===== config.mk =====
export PLATFORM = sky130hd
export DESIGN_NAME = instruction_fetch_unit
export DESIGN_NICKNAME = d
export VERILOG_FILES = /design/src/rtl/instruction_fetch_unit.sv
export SDC_FILE = /design/constraint.sdc
export NUM_CORES = 1
export LEC_CHECK = 0
export CAP_MARGIN = 30
export CORE_MARGIN = 1
export CORE_UTILIZATION = 45
export DETAILED_ROUTE_END_ITERATION = 8
export PLACE_DENSITY = 0.75
export SETUP_SLACK_MARGIN = 0.4
export SLEW_MARGIN = 20
export SYNTH_ARGS = -nofsm -noshare
export SYNTH_HDL_FRONTEND = slang
export SYNTH_SLANG_ARGS = --single-unit
export TNS_END_PERCENT = 50

===== constraint.sdc =====
create_clock -name clk -period 1.7 [get_ports clk]
set_clock_uncertainty 0.2 [all_clocks]
set_input_delay 0.17 -clock clk [delete_from_list [all_inputs] [get_ports clk]]
set_output_delay 0.17 -clock clk [all_outputs]
set_load 0.1 [all_outputs]

===== src/rtl/instruction_fetch_unit.sv =====
// Instruction fetch stage: PC register, one-cycle-latency IMEM read, and a
// valid/ready output register backed by a one-entry skid buffer.
module instruction_fetch_unit #(
   parameter int unsigned       DATA_W   = 32,
   parameter int unsigned       ADDR_W   = 10,
   parameter logic [ADDR_W-1:0] RESET_PC = '0
) (
   input  logic              clk,
   input  logic              rst_n,
   input  logic              redirect_valid,
   input  logic [ADDR_W-1:0] redirect_pc,
   output logic              imem_en,
   output logic [ADDR_W-1:0] imem_addr,
   input  logic [DATA_W-1:0] imem_data,
   output logic              if_valid,
   output logic [DATA_W-1:0] if_instr,
   output logic [ADDR_W-1:0] if_pc,
   output logic [ADDR_W-1:0] if_pc_plus1,
   input  logic              id_ready
);

   logic [ADDR_W-1:0] pc;
   logic              req_v;
   logic [ADDR_W-1:0] req_pc;
   logic              out_v;
   logic [DATA_W-1:0] out_instr;
   logic [ADDR_W-1:0] out_pc;
   logic              skid_v;
   logic [DATA_W-1:0] skid_instr;
   logic [ADDR_W-1:0] skid_pc;
   logic              issue;
   logic              consume;

   // Stop issuing once the returning word would have nowhere to land.
   assign consume   = !out_v || id_ready;
   assign issue     = redirect_valid || (!skid_v && !(out_v && !id_ready && req_v));
   assign imem_en   = rst_n && issue;
   assign imem_addr = redirect_valid ? redirect_pc : pc;

   always_ff @(posedge clk or negedge rst_n) begin
      if (!rst_n) begin
         pc     <= RESET_PC;
         req_v  <= 1'b0;
         req_pc <= RESET_PC;
      end else if (issue) begin
         pc     <= imem_addr + 1'b1;
         req_v  <= 1'b1;
         req_pc <= imem_addr;
      end else begin
         req_v  <= 1'b0;
      end
   end

   always_ff @(posedge clk or negedge rst_n) begin
      if (!rst_n) begin
         out_v      <= 1'b0;
         out_instr  <= '0;
         out_pc     <= RESET_PC;
         skid_v     <= 1'b0;
         skid_instr <= '0;
         skid_pc    <= RESET_PC;
      end else if (redirect_valid) begin
         out_v  <= 1'b0;
         skid_v <= 1'b0;
      end else if (consume) begin
         // Skid is older than the returning word, so it drains first.
         if (skid_v) begin
            out_v     <= 1'b1;
            out_instr <= skid_instr;
            out_pc    <= skid_pc;
            skid_v    <= req_v;
            if (req_v) begin
               skid_instr <= imem_data;
               skid_pc    <= req_pc;
            end
         end else begin
            out_v <= req_v;
            if (req_v) begin
               out_instr <= imem_data;
               out_pc    <= req_pc;
            end
         end
      end else if (req_v) begin
         skid_v     <= 1'b1;
         skid_instr <= imem_data;
         skid_pc    <= req_pc;
      end
   end

   assign if_valid    = out_v;
   assign if_instr    = out_instr;
   assign if_pc       = out_pc;
   assign if_pc_plus1 = out_pc + 1'b1;

endmodule


==> implementation parameters <==
Parameter                              Value

Synth
  Share of synthesized cell area in and, or, nand and nor gates    9.77%
  Synthesized cell area    5030 µm²
  Parity-gate share of the synthesized area counting xor and xnor cells    1.91%
  Unique cell type count in the Yosys netlist    37
  Area leader, netlist    dfrtp_1
  Largest family of logic cells by synthesized area    multiplexers
  Number of warnings issued by yosys    0
  Leading post-synthesis cells by cell area    dfrtp_1 53%, mux2_4 13%, mux2i_1 9.3%
  Post-Synthesis Net Count    469
  Mean instance size in the synthesized netlist    12.0 µm²
  Share of Yosys cell area claimed by the top area cell type    53.2%
  Number of enable flip-flop cells after synthesis    0
  Sequential area share after synthesis    53.2%
  Gate Count Post-Synth    421
  Ys async rst share    100%
  Multiplexer area fraction after synthesis    23.2%
  Synth Area in Compound Gates    7.28%
  Synthesized-area fraction occupied by adder cells    0.497%
  Most used flip-flop cell after synthesis    dfrtp_1
  Total of flip-flops plus latches after synthesis    107

Setup path
  Type of the worst setup path    reg -> reg
  Startpoint types    flip-flop
  Launch instance of the worst register-to-register path    if_valid
  Stages on worst setup path    9
  Crit path to    if_pc[7]
  Reg-to-reg setup timing slack    -0.46 ns
  Dominant cell type by count on the critical path    buf_6
  Crit-path slowest cell    dfrtp_4
  Sort of element at the end of the critical path    flip-flop
  Path depth of the worst reg2reg path    9
  Worst endpoint data arrival time    2.25 ns
  Count of buffering cells on the critical path with inverters included    5
  Worst-path fanout max    7
  Worst R2R End    if_pc[7]
  Critical Path Source    if_valid
  Crit path max-delay family    buffers and inverters
  Cell-by-cell trace of the critical path    buf_6 -> nor2b_4 -> buf_6 -> nor3_4 -> buf_6 -> buf_12 -> buf_16 -> nor2_1 -> a21oi_1
  Slowest cell delay on critical path    0.50 ns
  Required time of the critical path    1.79 ns

Routing
  WL per Instance    24.0 µm
  Pre-Repair DR Iteration Count    4
  Final routed wirelength across all metal layers    18.5 mm
  DR vias/cell    5.70
  Antenna-violating nets left    0
  Via count    4398
  Post-detailed-route DRC marker count    0
  DRC violation total after the first TritonRoute iteration    197

Placement
  HPWL Detailed    8.26 mm
  Buffers on Ports    109
  Placer's final routability congestion estimate    0.847

Timing
  Final worst path period share    127%
  Unrepaired setup endpoints after global routing    yes
  Final setup vio count    113
  Worst Hold Margin    0.217 ns
  Slew Viols, Final    0
  Final critical delay including setup and external delays    2.16 ns
  Worst setup margin    -0.461 ns
  Fmax achieved    0.463 GHz
  Tightest Pin Transition    0.558 ns
  Hold violation total from the final report    0
  Sum of negative setup slack    -28.45 ns
  Relative max-transition margin    62.8%

Clock network
  Clock-pin slew on the worst setup and hold paths    0.12 ns
  Number of sinks handled by clock tree synthesis    107
  H-tree levels    3
  Number of CTS-inserted buffers    9
  TritonCTS clock tree    built
  Root Buffer Master    clkbuf_8
  Clock insertion delay at the later pin of the skew report    0.38 ns
  Maximum buffer depth of the clock tree    2

Final layout
  Fraction of layout cells with a size suffix above 1    63.5%
  Highest-count cells in the layout ignoring fill and taps    81 x dfrtp_1, 73 x buf_12, 49 x buf_4
  Relative area change from synthesis to final layout    84.6%
  Utilization after layout    85.4%
  Layout filler cell count    438
  Sequential cell area    2730 µm²
  Final net count    674
  Number of antenna diodes    0
  Multi-input gate area in the final layout    2990 µm²
  Most common cell after layout, fill and taps aside    dfrtp_1

Floorplanning
  Area of the core    10900 µm²
  # rows    38
  Floorplan die width    108 µm
  I/O Pins    110
  Die height    108 µm
  Die Footprint    11600 µm²
  Starting Density    46.2%

Global routing
  Largest net degree at the start of global routing    108
  Number of global-route vias before repair    4628
  Overall Global Routing Usage    29.3%
  Wire length of the first global-routing pass    25.1 mm
  Number of antenna violations at the first check in global routing    0
  Total congestion overflow    0

Hold path
  Worst min-delay path category    in -> reg

Run status
  Violations in the final reports    negative setup slack
  Outcome    complete, but fails checks

Power
  Power density relative to cell area    1580 nW/µm²
  Worst voltage drop across the vdd grid    1070 µV
  Final Total Pwr    0.0147 W
  Cell leakage power    3.94 nW

Flow run
  Max-cap viol count    0
timing repair:
item / 4_1_cts / 5_1_grt
setup endpoints to repair: 169 / 177
gates cloned: 13 / 1
pin swaps: 26 / 13
gates resized for setup: 123 / 112
hold buffers: 1 / 0
endpoints found under the hold margin: 107 / 0
setup buffers: 43 / 9
sequential cells by signal, summed over array words and instances, names as in the netlist:
name and count:
if_valid 1, req_pc 10, skid_instr 32, if_pc 10
skid_v 1, if_instr 32, pc 10, skid_pc 10
req_v 1
kinds of logic after synthesis:
family / after synthesis
buffers and inverters: 34
adders and majority gates: 2
and+or+nand+nor: 108
muxes: 94
AOI/OAI and AO/OA: 65
DFF: 107
xor gates and xnor gates: 11
metal layers:
layer / part of all wire [%] / track usage [%] / vias to the layer above
met5: 0 / 0 / -
met4: 3.5 / 9.00 / 0
met3: 6.1 / 6.05 / 52
met2: 52 / 50.2 / 216
met1: 38 / 37.1 / 2263
li1: - / - / 1867
stage by stage:
stage               instances  setup slack, ns  area [µm²]
floorplan                 421           -0.542        5380
global placement          688           -0.404        7460
detailed placement        688           -0.450        7460
CTS                       761           -0.388        8800
global route              771           -0.484        9290
finish                    771           -0.461        9290
where the power goes:
group          internal (W)  total (W)  switching, W
clock network      0.000596    0.00163       0.00103
registers           0.00329    0.00410      0.000802
logic               0.00383    0.00898       0.00514
worst register-to-register path, delay by kind of cell, from the launching register on:
kind                   cells  cell delay, ns
DFF                        1            0.50
AOI/OAI and AO/OA          1            0.23
buffers and inverters      5            0.71
and+or+nand+nor            3            0.42
Yosys cell counts (2+ instances only):
| cell type | n |
|---|---|
| mux2i_1 | 47 |
| nor2_1 | 70 |
| and4_1 | 2 |
| inv_1 | 9 |
| and3_1 | 4 |
| ha_1 | 2 |
| mux2_2 | 4 |
| o21ai_0 | 2 |
| a211oi_2 | 3 |
| buf_4 | 3 |
| a21oi_1 | 54 |
| mux2_4 | 42 |
| buf_6 | 7 |
| nand2_1 | 12 |
| buf_2 | 14 |
| nand3_1 | 10 |
| xnor2_1 | 10 |
| dfrtp_1 | 107 |
final cells by class:
type / count / share of cell area [%]
multi-input cells: 280 / 32.2
well taps: 140 / 1.88
flip-flops and latches: 107 / 29.3
inverters: 9 / 0.552
clock inverters: 7 / 0.983
repair buffers: 219 / 33.7
clock buffers: 9 / 1.33
how the worst min path moves through the flow:
| stage | slack (ns) | start | to | depth (start not counted) |
|---|---|---|---|---|
| 3_5_place_dp | 0.14 | rst_n | skid_instr[27] | 2 |
| 4_1_cts | 0.20 | redirect_valid | pc[0] | 6 |
| 3_3_place_gp | 0.13 | rst_n | skid_instr[27] | 2 |
| 5_1_grt | 0.21 | imem_data[13] | skid_instr[13] | 2 |
| 2_1_floorplan | -0.33 | rst_n | if_instr[0] | 0 |
| 6_report | 0.22 | redirect_valid | req_pc[0] | 5 |
Note: power is estimated with default switching activity, not from simulation.
==> RTL change (config.mk and constraints unchanged) <==
The parameter `ADDR_W` goes from 10 to 11.
--- a/src/rtl/instruction_fetch_unit.sv
+++ b/src/rtl/instruction_fetch_unit.sv
@@ -2,7 +2,7 @@
 // valid/ready output register backed by a one-entry skid buffer.
 module instruction_fetch_unit #(
    parameter int unsigned       DATA_W   = 32,
-   parameter int unsigned       ADDR_W   = 10,
+   parameter int unsigned       ADDR_W   = 11,
    parameter logic [ADDR_W-1:0] RESET_PC = '0
 ) (
    input  logic              clk,
Ports: changed (resized if_pc, if_pc_plus1, imem_addr and redirect_pc); port bits go from 110 to 114. No check against the original RTL was run, so the function may have changed too.
==> RTL change against the unedited design <==
The run still ends with setup timing left; hold slack got worse by 0.20 ns; fmax increased by 1.2%; total power grew 6.9%; sequential power up 4%; worst setup slack better by 0.026 ns; sequential cell count increased by 4; die area grew 3.2%; clock power rose by 34%; final area is 6.3% higher; area after synthesis rose by 3.3%; via count rose by 1.7%; count of clock-buffer cells in the layout did not move; routed wire length rose by 5.2%; critical path type is now reg2out; critical endpoint is now imem_en; largest cell class unchanged; largest power group unchanged.
==> RTL change: results (changes against the unedited design) <==
Synth
  • Area contributors post-synth: dfrtp_1 53%, mux2_4 12%, mux2i_1 9.2%, a21oi_1 5.2%, nor2_1 4.9%
  • Seq/Total Area, Yosys: 53.4% (+0.25 points)
  • Most frequent cells after synthesis: 111 x dfrtp_1, 68 x nor2_1, 54 x a21oi_1
  • Netlist cell types: 38 (+2.7%)
  • Post-Syn Nets: 478 (+1.9%)

Global route
  • Pin count of the biggest net entering global routing: 112 (+3.7%)
  • Total GRT Usage: 28.5% (-0.83 points)
  • Vias in the first global route: 4654 (+0.56%)
  • First-pass GRT wire length: 25.3 mm (+0.63%)

Layout
  • Layout cells sized above 1: 67.3% (+3.7 points)
  • Fill cells: 391 (-11%)
  • Total Nets Final: 692 (+2.7%)

Clock tree
  • Clock-pin slew on the worst setup and hold paths: 0.08 ns (-0.04 ns)
  • Max clock buf depth: 2 (unchanged)
  • Num CTS Buffers: 9 (unchanged)
  • Root buf cell: clkbuf_16
  • Clk_lat worst skew: 0.35 ns (-0.03 ns)

Placement
  • DP Worst Slack: -0.514 ns (-0.0631 ns)
  • Final GP Congestion: 0.868 (+2.4%)
  • Post-detail-place hpwl: 8.52 mm (+3.1%)
  • Buffers on Ports: 113 (+3.7%)

Detailed routing
  • Detailed router's first-iteration violation count: 281 (+43%)
  • WL final: 19.5 mm (+5.2%)
  • Via count: 4471 (+1.7%)

Critical path
  • CP arrival: 1.77 ns (-0.48 ns)
  • Slowest CP cell: dfrtp_4

Status
  • Failing checks: setup timing
  • Result of the run: complete, but fails checks

Timing
  • Worst slew pin tran: 0.549 ns (-0.00946 ns)
  • Final Setup Violations: 121 (+7.1%)
  • Post-route setup slack: -0.435 ns (+0.0264 ns)

Power and ir drop
  • Peak VDD IR: 1.63 mV (+53%)
  • Pleak: 4.26 nW (+8.1%)

Min path
  • Path type of the worst min-delay path: in2async
RTL change: cell types whose count changed in the layout (fill, tap and decap cells not counted), moves of 5 or more:
cell and change:
clkbuf_16 +12, nor2_1 -11, clkbuf_8 -9, nor2_4 +9, nand2_1 -8, buf_12 +7
dfrtp_2 +5, mux2_4 +5
RTL change: report_power, final:
group | switching [mW] | leakage (nW) | internal, mW
registers | 0.847 | 1.24 | 3.43
logic | 5.29 | 2.87 | 3.97
clock network | 1.13 | 0.149 | 1.05
RTL change: cells by family after synthesis:
logic type | synth area share [%]
flip-flops | 53.4
AND/OR/NAND/NOR | 9.65
multiplexers | 23.2
AO/OA/AOI/OAI | 7.24
buffers and inverters | 3.83
XOR/XNOR | 2.19
adder cells (fa/ha/maj) | 0.481
RTL change: worst paths after layout:
check	cells past startpoint	end	start	slack, ns
setup reg to reg	8	pc[9]	if_valid	-0.33
hold / removal	3	skid_instr[27]	rst_n	0.02
min in group clk	4	if_valid	redirect_valid	0.06
hold reg to reg	1	skid_pc[7]	skid_pc[7]	0.32
setup / recovery	6	imem_en	if_valid	-0.44
max in group asynchronous	3	if_valid	rst_n	0.80
RTL change: metal layers:
metal	vias to the layer above	wire length, microns	global-route usage, %
met3	56	789	4.45
met1	2327	7560	36.0
met2	164	10300	49.9
met5	-	0	0
li1	1924	-	-
met4	0	789	9.33
RTL change: critical path: cells and delay by family (launching register included):
| kind | cells | cell delay (ns) |
|---|---|---|
| buffers and inverters | 3 | 0.36 |
| and+or+nand+nor | 2 | 0.35 |
| DFF | 1 | 0.49 |
| AOI/OAI and AO/OA | 1 | 0.24 |
RTL change: per-stage QoR:
| stage | hold WS [ns] | std cells | util [%] | area (sq um) | power [mW] |
|---|---|---|---|---|---|
| 6_report | 0.0165 | 788 | 89.6 | 9880 | 15.7 |
| 5_1_grt | 0.0371 | 788 | 89.6 | 9880 | 16.2 |
| 4_1_cts | 0.168 | 773 | 82.3 | 9080 | 14.6 |
| 3_5_place_dp | 0.164 | 704 | 69.9 | 7710 | 11.7 |
| 3_3_place_gp | 0.153 | 704 | 69.9 | 7710 | 11.5 |
| 2_1_floorplan | -0.326 | 429 | - | 5520 | 8.86 |
RTL change: final cells by class:
type                            count  share of cell area [%]
Timing Repair Buffer              228                    33.2
Multi-Input combinational cell    285                    32.8
Tap cell                          140                    1.77
Sequential cell                   111                    28.7
Inverter                            8                   0.506
Clock buffer                        9                    2.28
Clock inverter                      7                   0.785
RTL change: repair_timing:
| item | CTS | global route |
|---|---|---|
| cloned | 11 | 4 |
| setup buffers | 41 | 11 |
| setup endpoints to repair | 176 | 240 |
| hold buffers | 1 | 0 |
| endpoints found under the hold margin | 111 | 0 |
| pin swaps | 14 | 28 |
| gates resized for setup | 118 | 169 |
